## src/rtl/c1541_track_ctrl.sv

```systemverilog
// Head stepper decode, half-track position and track-buffer load/save sequencing
// towards the SD loader for the 1541 drive core.
module c1541_track_ctrl #(
    parameter int SETTLE_CYC = 32000,
    parameter int MAX_HT     = 83
) (
    input  logic       clk32,
    input  logic       reset_n,
    input  logic [1:0] stp,
    input  logic       mtr,
    input  logic       wr_strobe,
    input  logic       disk_change,
    input  logic       ld_ack,
    output logic       ld_req,
    output logic       ld_we,
    output logic [5:0] ld_track,
    output logic [6:0] half_track,
    output logic       tr00_sense_n,
    output logic       busy,
    output logic       dirty
);

    localparam int CW = $clog2(SETTLE_CYC + 1);

    typedef enum logic [1:0] {IDLE, SETTLE, SAVE, LOAD} state_t;

    state_t        state, state_d;
    logic [CW-1:0] cnt;
    logic [1:0]    stp_q;
    logic          mtr_q;
    logic [5:0]    loaded_track;
    logic          loaded_vld;
    logic          save_only;
    logic          step_in, step_out, step, mtr_fall;

    // No reset: stp_q follows stp during reset so no phase edge is seen on release.
    always_ff @(posedge clk32) stp_q <= stp;

    assign step_in  = mtr && (stp == 2'(stp_q + 2'd1));
    assign step_out = mtr && (stp == 2'(stp_q - 2'd1));
    assign step     = step_in | step_out;
    assign mtr_fall = mtr_q & ~mtr;

    assign busy         = (state != IDLE);
    assign tr00_sense_n = (half_track != 7'd0);

    always_comb begin
        state_d = state;
        unique case (state)
            IDLE: begin
                if (mtr_fall && dirty)
                    state_d = SAVE;
                else if (!loaded_vld || half_track[6:1] != loaded_track)
                    state_d = SETTLE;
            end
            SETTLE: begin
                if (!step && cnt <= CW'(1))
                    state_d = (dirty && loaded_vld) ? SAVE : LOAD;
            end
            SAVE: if (ld_ack) state_d = save_only ? IDLE : LOAD;
            LOAD: if (ld_ack) state_d = IDLE;
        endcase
        if (disk_change) state_d = SETTLE;
    end

    always_ff @(posedge clk32 or negedge reset_n) begin
        if (!reset_n) begin
            state        <= SETTLE;
            cnt          <= CW'(SETTLE_CYC);
            half_track   <= 7'd34;
            dirty        <= 1'b0;
            ld_req       <= 1'b0;
            ld_we        <= 1'b0;
            ld_track     <= 6'd17;
            loaded_track <= 6'd0;
            loaded_vld   <= 1'b0;
            save_only    <= 1'b0;
            mtr_q        <= 1'b0;
        end else begin
            state <= state_d;
            mtr_q <= mtr;

            if (step_in && half_track < 7'(MAX_HT))
                half_track <= half_track + 7'd1;
            else if (step_out && half_track != 7'd0)
                half_track <= half_track - 7'd1;

            if (step || disk_change || (state != SETTLE && state_d == SETTLE))
                cnt <= CW'(SETTLE_CYC);
            else if (state == SETTLE && cnt != '0)
                cnt <= cnt - CW'(1);

            // Request lags state entry by a cycle and drops right after ack.
            ld_req <= (state == SAVE || state == LOAD) && !ld_ack && !disk_change;

            if (state_d == SAVE && state != SAVE) begin
                ld_we     <= 1'b1;
                ld_track  <= loaded_track;
                save_only <= (state == IDLE);
            end
            if (state_d == LOAD && state != LOAD) begin
                ld_we    <= 1'b0;
                ld_track <= half_track[6:1];
            end

            if (disk_change)
                loaded_vld <= 1'b0;
            else if (state == LOAD && ld_ack) begin
                loaded_track <= ld_track;
                loaded_vld   <= 1'b1;
            end

            if (disk_change)
                dirty <= 1'b0;
            else if (wr_strobe && state != LOAD)
                dirty <= 1'b1;
            else if (state == SAVE && ld_ack)
                dirty <= 1'b0;
        end
    end

endmodule

```

## config.mk

```make
export PLATFORM = sky130hd
export DESIGN_NAME = c1541_track_ctrl
export DESIGN_NICKNAME = d
export VERILOG_FILES = /design/src/rtl/c1541_track_ctrl.sv
export SDC_FILE = /design/constraint.sdc
export NUM_CORES = 1
export LEC_CHECK = 0
export BUFFER_PORTS_ARGS = -buffer_cell sky130_fd_sc_hd__buf_2
export CAP_MARGIN = 25
export CORE_AREA = 8 8 74 109
export DETAILED_ROUTE_END_ITERATION = 16
export DIE_AREA = 0 0 82 117
export HOLD_SLACK_MARGIN = 0.08
export PLACE_DENSITY = 0.64
export SETUP_SLACK_MARGIN = 0.5
export SYNTH_ARGS = -nofsm -noshare
export SYNTH_HDL_FRONTEND = slang
export SYNTH_SLANG_ARGS = --single-unit
```

## constraint.sdc

```tcl
create_clock -name clk32 -period 3.2 [get_ports clk32]
set_input_delay 0.32 -clock clk32 [delete_from_list [all_inputs] [get_ports clk32]]
set_output_delay 0.32 -clock clk32 [all_outputs]
set_load 0.01 [all_outputs]
```

---- Word-level counts from Yosys, hierarchy flattened ----
Cells that the tools add are included.
word-level totals
  memories ................................ 0
  RAM bits ................................ 0
  ROM bits ................................ 0
  bits in latches ......................... 0
  register bits after elaboration ......... 44
  output and inout port bits .............. 18
operators by class
  bitwise operators ....................... 4
  muxes and demuxes ....................... 22
  order comparisons ....................... 2
  eq/ne operators ......................... 12
  divide/modulo/power cells ............... 0
  reductions and logical operators ........ 34
  multiply operators ...................... 0
  shifts and indexed selects .............. 0
  add/subtract/negate cells ............... 5
operator list
  cell                                                   number
  2-to-1 mux 15 bit                                      2
  logical AND 1 bit                                      16
  <= comparator 15 x 1 -> 1 bit (second input constant)  1
  nonzero test 15 bit                                    1
  subtractor 15 x 1 -> 15 bit (second input constant)    1
  2-to-1 mux 2 bit                                       7
  2-to-1 mux 7 bit                                       2
  2-to-1 mux 6 bit                                       2
  nonzero test 2 bit                                     5
  equality test 2 bit (second input constant)            4
  2-to-1 mux 1 bit                                       8
  case mux 2 bit (4 select lines)                        1
  adder 7 x 1 -> 7 bit (second input constant)           1
  < comparator 7 bit (second input constant)             1
  nonzero test 7 bit                                     1
  subtractor 7 x 1 -> 7 bit (second input constant)      1
  != test 6 bit                                          1
  equality test 2 x 1 -> 1 bit (second input constant)   2
  equality test 2 bit                                    2
  logical NOT 1 bit                                      4
  logical OR 1 bit                                       4
  != test 2 bit (second input constant)                  2
  nonzero test 3 bit                                     1
  adder 2 x 1 -> 2 bit (second input constant)           1
  7 further kinds                                        8

---- Longest topological paths before layout ----
Gate-level depths: netlist (run 1).
  depth in word-level cells ............... 13
  depth in mapped cells ................... 10
  mapped depth without buffers ............ 10

---- Least setup slack after synthesis (run 1) ----
Ideal clock, no wire load.
  path kind ............................... reg2reg
  start point ............................. register half_track[0]
  end point ............................... register half_track[6]
  path buffers ............................ 0
  setup time .............................. 0.080 ns
  slack ................................... 0.530 ns
  clock period less this slack ............ 2.670 ns
  required time ........................... 3.120 ns
  data arrival time ....................... 2.590 ns
  cell stages (with the launch flop) ...... 11
  cell sequence ........................... dfrtp_1 a211o_1 a21o_1 a211oi_2 inv_1 fa_1 a211oi_1 o21bai_1 a21oi_1 mux2i_1 xnor2_1
on the way
  longest elaborated chain between the ends .. 3
  elaborated cells on any way between the ends .. 9
  those cells by class .................... add/sub: 2; order compare: 1; mux: 2; reduce/logical: 4
RTL lines
  item                                                     RTL line  RTL
  start: declaration                                       17        output logic [6:0] half_track,
  start signal: assignment                                 84        half_track <= half_track + 7'd1;
  start signal: assignment                                 86        half_track <= half_track - 7'd1;
  subtractor 7 x 1 -> 7 bit, or another cell as far along  86
  2-to-1 mux 7 bit, or another cell as far along           85        else if (step_out && half_track != 7'd0)
  2-to-1 mux 7 bit or nonzero test 2 bit (tied branches)   --
Parallel ways exist; a longest one is shown, timed or not. The select of a mux whose other input is x is not followed.
A chain may end at the register's enable or synchronous reset.

---- Worst setup path after layout (run 1) ----
  start point ............................. register half_track[3]
  end point ............................... register half_track[6]
The elaborated chain is that of the path after synthesis.

==> metrics.yaml, run 1 <==
final_layout:
  synthToLayoutAreaGrowth_pct: 12.0
  n_fill_cell: 655
  multiInputGateArea_sq_um: 1660
  regArea_sq_um: 1110
  diodes: 0
  layout-drive-gt1-share_pct: 31.6
  final_nets: 313
worst_setup_path:
  r2r_slack_ns: 0.56
  cp_max_fo: 7
  timing.rr.end: "half_track[6]$_DFFE_PN0P_"
  end_kind: "flip-flop"
  cp_slowest_cell: "dfrtp_2"
  path_class: "flip-flop to flip-flop"
  arrival_ns: 2.86
  start_kind: "flip-flop"
  worst-r2r-cell-count: 10
  critPathRequiredTime_ns: 3.42
  cp_cell_sequence: "a211o_1, a21o_1, a211oi_2, inv_2, fa_2, a211oi_2, o21bai_1, a21oi_1, mux2i_1, xnor2_1"
  worst_path_most_repeated_cell: "a211oi_2"
  max_stage_delay_ns: 0.46
  r2r-start: "half_track[3]$_DFFE_PN0P_"
timing:
  timing.fmax_mhz: 379
  finalSetupTns_ns: 0
  setup_viol: 0
  rsz0062_at_grt: "no"
  slew_violations: 0
  fin_skew_ns: 0.0113
  hold_viol: 0
  min_period_ns: 2.64
  worstMarginPinSlew_ns: 0.721
  period_share_pct: 82.4
  holdWs_ns: 0.147
  relSlewSlack_pct: 51.9
  layout_setup_ws_ns: 0.564
routing:
  firstDrtPassIters: 4
  drt-wirelength-per-cell_microns: 17.6
  ant_nets: 0
  vias: 2182
  drtIter0Drc: 80
  via_per_inst: 5.82
  routed_wl_mm: 6.60
  drc: 0
yosys:
  ys_seq_area_share_pct: 39.0
  netlist_area_sq_um: 2830
  synth_cell_types: 61
  ys_seq_elements: 44
  syn_avg_cell_area_sq_um: 10.6
  synthTopCellsByArea: "dfrtp_1 27%, dfstp_2 10%, xnor2_1 6.5%, mux2_2 6.4%, a211oi_2 4.0%"
  yosys-top-cells-count: "31 x dfrtp_1, 21 x xnor2_1, 20 x nand2_1"
  netlist.area_leader.share_pct: 27.4
  synth_edf_count: 0
  synth-async-reset-ratio_pct: 95.5
  synthesis.nets: 285
  yosys_warnings: 0
  synth_top_cell_by_area: "dfrtp_1"
  synth_cells: 268
  synth.most_common_cell: "dfrtp_1"
  synth_flop_cell: "dfrtp_1"
placed_design:
  portBuffers: 25
  dp_hpwl_mm: 4.72
  pre_cts_ws_ns: 0.363
  place_congestion: 0.778
clock_network:
  cts_max_level: 2
  clock_sinks: 44
  clk_latency_ns: 0.30
  cts_tree: "built"
  numCtsBuffers: 5
  cts.path.max_buffers: 2
  path_clk_slew_ns: 0.08
  cts-root-buf: "clkbuf_8"
power_and_ir_drop:
  clockPowerShare_pct: 19.0
  p_comb_share_pct: 39.2
  swShare_pct: 37.6
  p_sw_uw: 701
  power.density_nw_per_um2: 587
  p_leak_nw: 1.26
  seq_power_share_pct: 41.9
  p_int_mw: 1.16
  vdd_drop_max_v: 0.000491
global_route:
  grt_pass1_wl_mm: 11.2
  grt_pass1_vias: 2388
  antenna_found_initial: 0
  track_usage_pct: 14.8
  grt_start_max_net_pins: 43
  overflow: 0
die:
  dieArea_sq_um: 9590
  rows: 37
  die_w_microns: 82
  ios: 26
  coreArea_sq_um: 6570
  start_util_pct: 43.1
  die_y_microns: 117
min_path:
  hold_depth: 1
  min_to: "stp_q[1]$_DFF_P_"
  hp-start: "stp[1]"
  hold_path.class: "input pin to flip-flop"
status:
  status: "completed"
run:
  cap_viol_max_count: 0
[stage by stage]
stage               utilization [%]  instance area (sq um)  cells  total power, mW
finish                         48.3                   3170    375             1.86
global route                   48.3                   3170    375             2.00
CTS                            47.4                   3120    372             1.85
detailed placement             45.8                   3010    363             1.47
global placement               45.8                   3010    363             1.47
floorplan                         -                   2830    268             1.28
[repair_timing]
action / 4_1_cts / 5_1_grt
setup endpoints to repair: 2 / 2
endpoints found under the hold margin: 0 / 16
hold buffers: 0 / 1
buffers inserted: 1 / 1
resized for setup: 4 / 3
pin swaps: 1 / 1
[state kept, by name, summed over array words and instances, names as in the netlist, 2 cells and up]
name          cells
stp_q             2
loaded_track      6
ld_track          6
half_track        7
state             2
cnt              15
[cells in the final DEF (no fill, tap or decap), types with 6 or more instances in the layout]
cell type   n
mux2_2     16
a211oi_2   10
xor2_1      6
dfstp_2    11
dfrtp_1    29
o211ai_1   13
nand4_1     7
xnor2_1    21
mux2i_1     7
a21oi_1    11
nand2_1    20
buf_2      25
nor2_1     11
ha_1        7
nor2b_1     7
[worst max-delay path by stage]
stage	start	end
after floorplan	half_track[0]$_DFFE_PN0P_	half_track[6]$_DFFE_PN0P_
after global placement	stp[0]	half_track[6]$_DFFE_PN0P_
after detailed placement	stp[0]	half_track[6]$_DFFE_PN0P_
after CTS	half_track[0]$_DFFE_PN0P_	half_track[6]$_DFFE_PN0P_
after global routing	half_track[2]$_DFFE_PN0P_	half_track[6]$_DFFE_PN0P_
final	half_track[3]$_DFFE_PN0P_	half_track[6]$_DFFE_PN0P_
[final cells by class]
type,instances,share of cell area [%]
Multi-Input combinational cell,207,52.2
Sequential cell,44,34.9
Timing Repair Buffer,32,6.31
Tap cell,78,3.08
Clock buffer,5,2.17
Inverter,6,0.710
Clock inverter,3,0.591
[power by group through the flow]
stage / Combinational, mW / Sequential (mW) / Clock (mW)
detailed placement: 0.678 / 0.794 / 0
finish: 0.730 / 0.780 / 0.354
global route: 0.814 / 0.793 / 0.389
global placement: 0.677 / 0.791 / 0
floorplan: 0.501 / 0.775 / 0
CTS: 0.690 / 0.787 / 0.370
[metal layers]
layer	GRT usage [%]	vias up	part of all wire (%)
li1	-	1045	-
met1	15.4	1095	40
met2	27.9	31	56
met3	2.60	11	1.9
met4	6.00	0	2.3
met5	0	-	0
[cell families after synthesis]
group,count (synthesis),synth area share [%]
simple gates,79,15.7
compound gates,67,20.1
flops,44,39.0
xor+xnor,28,8.65
mux,24,9.23
buf+inv,17,3.13
fa+ha+maj,9,4.24
[critical path: cells and delay by family (launching register included)]
kind | cells | cell delay [ns]
AO/OA/AOI/OAI | 6 | 1.22
flip-flops | 1 | 0.46
adder cells (fa/ha/maj) | 1 | 0.39
multiplexers | 1 | 0.23
XOR/XNOR | 1 | 0.13
buffers and inverters | 1 | 0.11
Note: power is estimated with default switching activity, not from simulation.
==> run 2: changes to the inputs <==
- PLACE_DENSITY: 0.64 -> 0.66
- clock period: 3.2 -> 2.3 ns (I/O delays scaled with it)
==> metrics.yaml, run 2 (same netlist as run 1, synthesis figures left out) <==
status:
  status: "finished with violations"
  violations: "setup timing"
clock_network:
  clock_sinks: 44
  clk_latency_ns: 0.31
  cts-root-buf: "clkbuf_8"
  cts.path.max_buffers: 2
  numCtsBuffers: 5
  path_clk_slew_ns: 0.09
  cts_tree: "built"
  cts_max_level: 2
final_layout:
  top_regs: "cnt (15), half_track (7)"
  stdcell_count: 436
  largest_reg_flops: 15
  registers.top_by_ff_count: "cnt"
  synthToLayoutAreaGrowth_pct: 44.4
  final_common_cell: "buf_4"
  utilization_pct: 62.3
  diodes: 0
  final_nets: 374
  layout_common_cells: "42 x buf_4, 26 x dfrtp_1, 25 x buf_2"
  layout-drive-gt1-share_pct: 54.2
worst_setup_path:
  crit_start: "half_track[3]$_DFFE_PN0P_"
  cp_max_fo: 4
  worst-r2r-cell-count: 10
  timing.rr.end: "half_track[6]$_DFFE_PN0P_"
  critPathRequiredTime_ns: 2.52
  r2r-start: "half_track[3]$_DFFE_PN0P_"
  arrival_ns: 2.68
  r2r_slack_ns: -0.16
  path_class: "flip-flop to flip-flop"
  end_kind: "flip-flop"
  start_kind: "flip-flop"
  endpoint: "half_track[6]$_DFFE_PN0P_"
die:
  die_w_microns: 82
  dieArea_sq_um: 9590
  coreArea_sq_um: 6570
  die_y_microns: 117
  start_util_pct: 43.1
  rows: 37
  ios: 26
timing:
  period_share_pct: 107
  layout_setup_ws_ns: -0.162
  min_period_ns: 2.46
  timing.fmax_mhz: 406
  setup_viol: 3
  fin_skew_ns: 0.0181
  worstMarginPinSlew_ns: 0.550
  finalSetupTns_ns: -0.368
  rsz0062_at_grt: "yes"
  holdWs_ns: 0.116
  relSlewSlack_pct: 63.3
  slew_violations: 0
  hold_viol: 0
global_route:
  grt_pass1_wl_mm: 12.3
  overflow: 0
  grt_pass1_vias: 2539
  track_usage_pct: 16.5
  antenna_found_initial: 0
  grt_start_max_net_pins: 25
power_and_ir_drop:
  swShare_pct: 37.1
  seq_power_share_pct: 31.1
  clockPowerShare_pct: 16.6
  p_leak_nw: 1.68
  p_comb_share_pct: 52.4
  vdd_drop_max_v: 0.000684
  power.density_nw_per_um2: 778
  p_int_mw: 2.00
  power_mw: 3.18
  p_sw_mw: 1.18
routing:
  drt-wirelength-per-cell_microns: 18.5
  firstDrtPassIters: 4
  vias: 2540
  drtIter0Drc: 85
  drc: 0
  via_per_inst: 5.83
  ant_nets: 0
  routed_wl_mm: 8.08
run:
  cap_viol_max_count: 0
min_path:
  hold_path.class: "input pin to flip-flop"
placed_design:
  place_congestion: 0.830
  dp_hpwl_mm: 5.18
  portBuffers: 25
  dp.cells: 390
-- run 2: worst min-delay path by stage --
stage / slack, ns / to / cells after the start / from
CTS: 0.11 / mtr_q$_DFF_PN0_ / 1 / mtr
global placement: 0.19 / mtr_q$_DFF_PN0_ / 1 / reset_n
finish: 0.12 / mtr_q$_DFF_PN0_ / 1 / mtr
detailed placement: 0.19 / mtr_q$_DFF_PN0_ / 1 / reset_n
floorplan: -0.07 / cnt[0]$_DFFE_PN0P_ / 0 / reset_n
global route: 0.12 / mtr_q$_DFF_PN0_ / 1 / mtr
-- run 2: timing repair --
item	CTS	global route
cloned	1	1
hold buffers	3	0
endpoints found under the hold margin	18	0
gates resized for setup	42	37
pin swaps	20	26
setup endpoints to repair	28	32
buffers inserted	16	17
-- run 2: power by group through the flow --
stage               Clock [mW]  Sequential, mW  Combinational (mW)
finish                   0.527           0.989                1.67
global route             0.566            1.00                1.80
CTS                      0.531           0.982                1.57
detailed placement           0           0.990                1.42
global placement             0           0.984                1.40
floorplan                    0            1.09               0.776
-- run 2: area by class of cell --
| type | instances | area (sq um) |
|---|---|---|
| clock buffer | 6 | 82.6 |
| clock inverter | 2 | 13.8 |
| fill | 516 | 2480 |
| inverter | 6 | 22.5 |
| multi-input combinational | 208 | 2010 |
| sequential | 44 | 1110 |
| tap | 78 | 97.6 |
| timing repair buffer | 92 | 758 |
-- run 2: worst max-delay path: stages, from the launching register on --
cell and delay, ns:
dfrtp_2 0.41, a211o_1 0.27, a21o_1 0.16, a211oi_2 0.23, inv_2 0.09, fa_2 0.38
a211oi_2 0.22, o21bai_1 0.09, a21oi_2 0.14, mux2i_1 0.23, xnor2_1 0.15
-- run 2: routing by layer --
layer	wire length [microns]	vias up	GRT usage [%]
met5	0	-	0
met3	170	11	2.45
met2	4560	39	30.1
met1	3200	1318	18.5
met4	150	0	5.76
li1	-	1172	-
-- run 2: stage by stage --
stage / instance area [sq um] / setup slack (ns)
3_3_place_gp: 3290 / -0.158
5_1_grt: 4090 / -0.289
2_1_floorplan: 2900 / -0.197
3_5_place_dp: 3290 / -0.214
6_report: 4090 / -0.162
4_1_cts: 3760 / -0.222
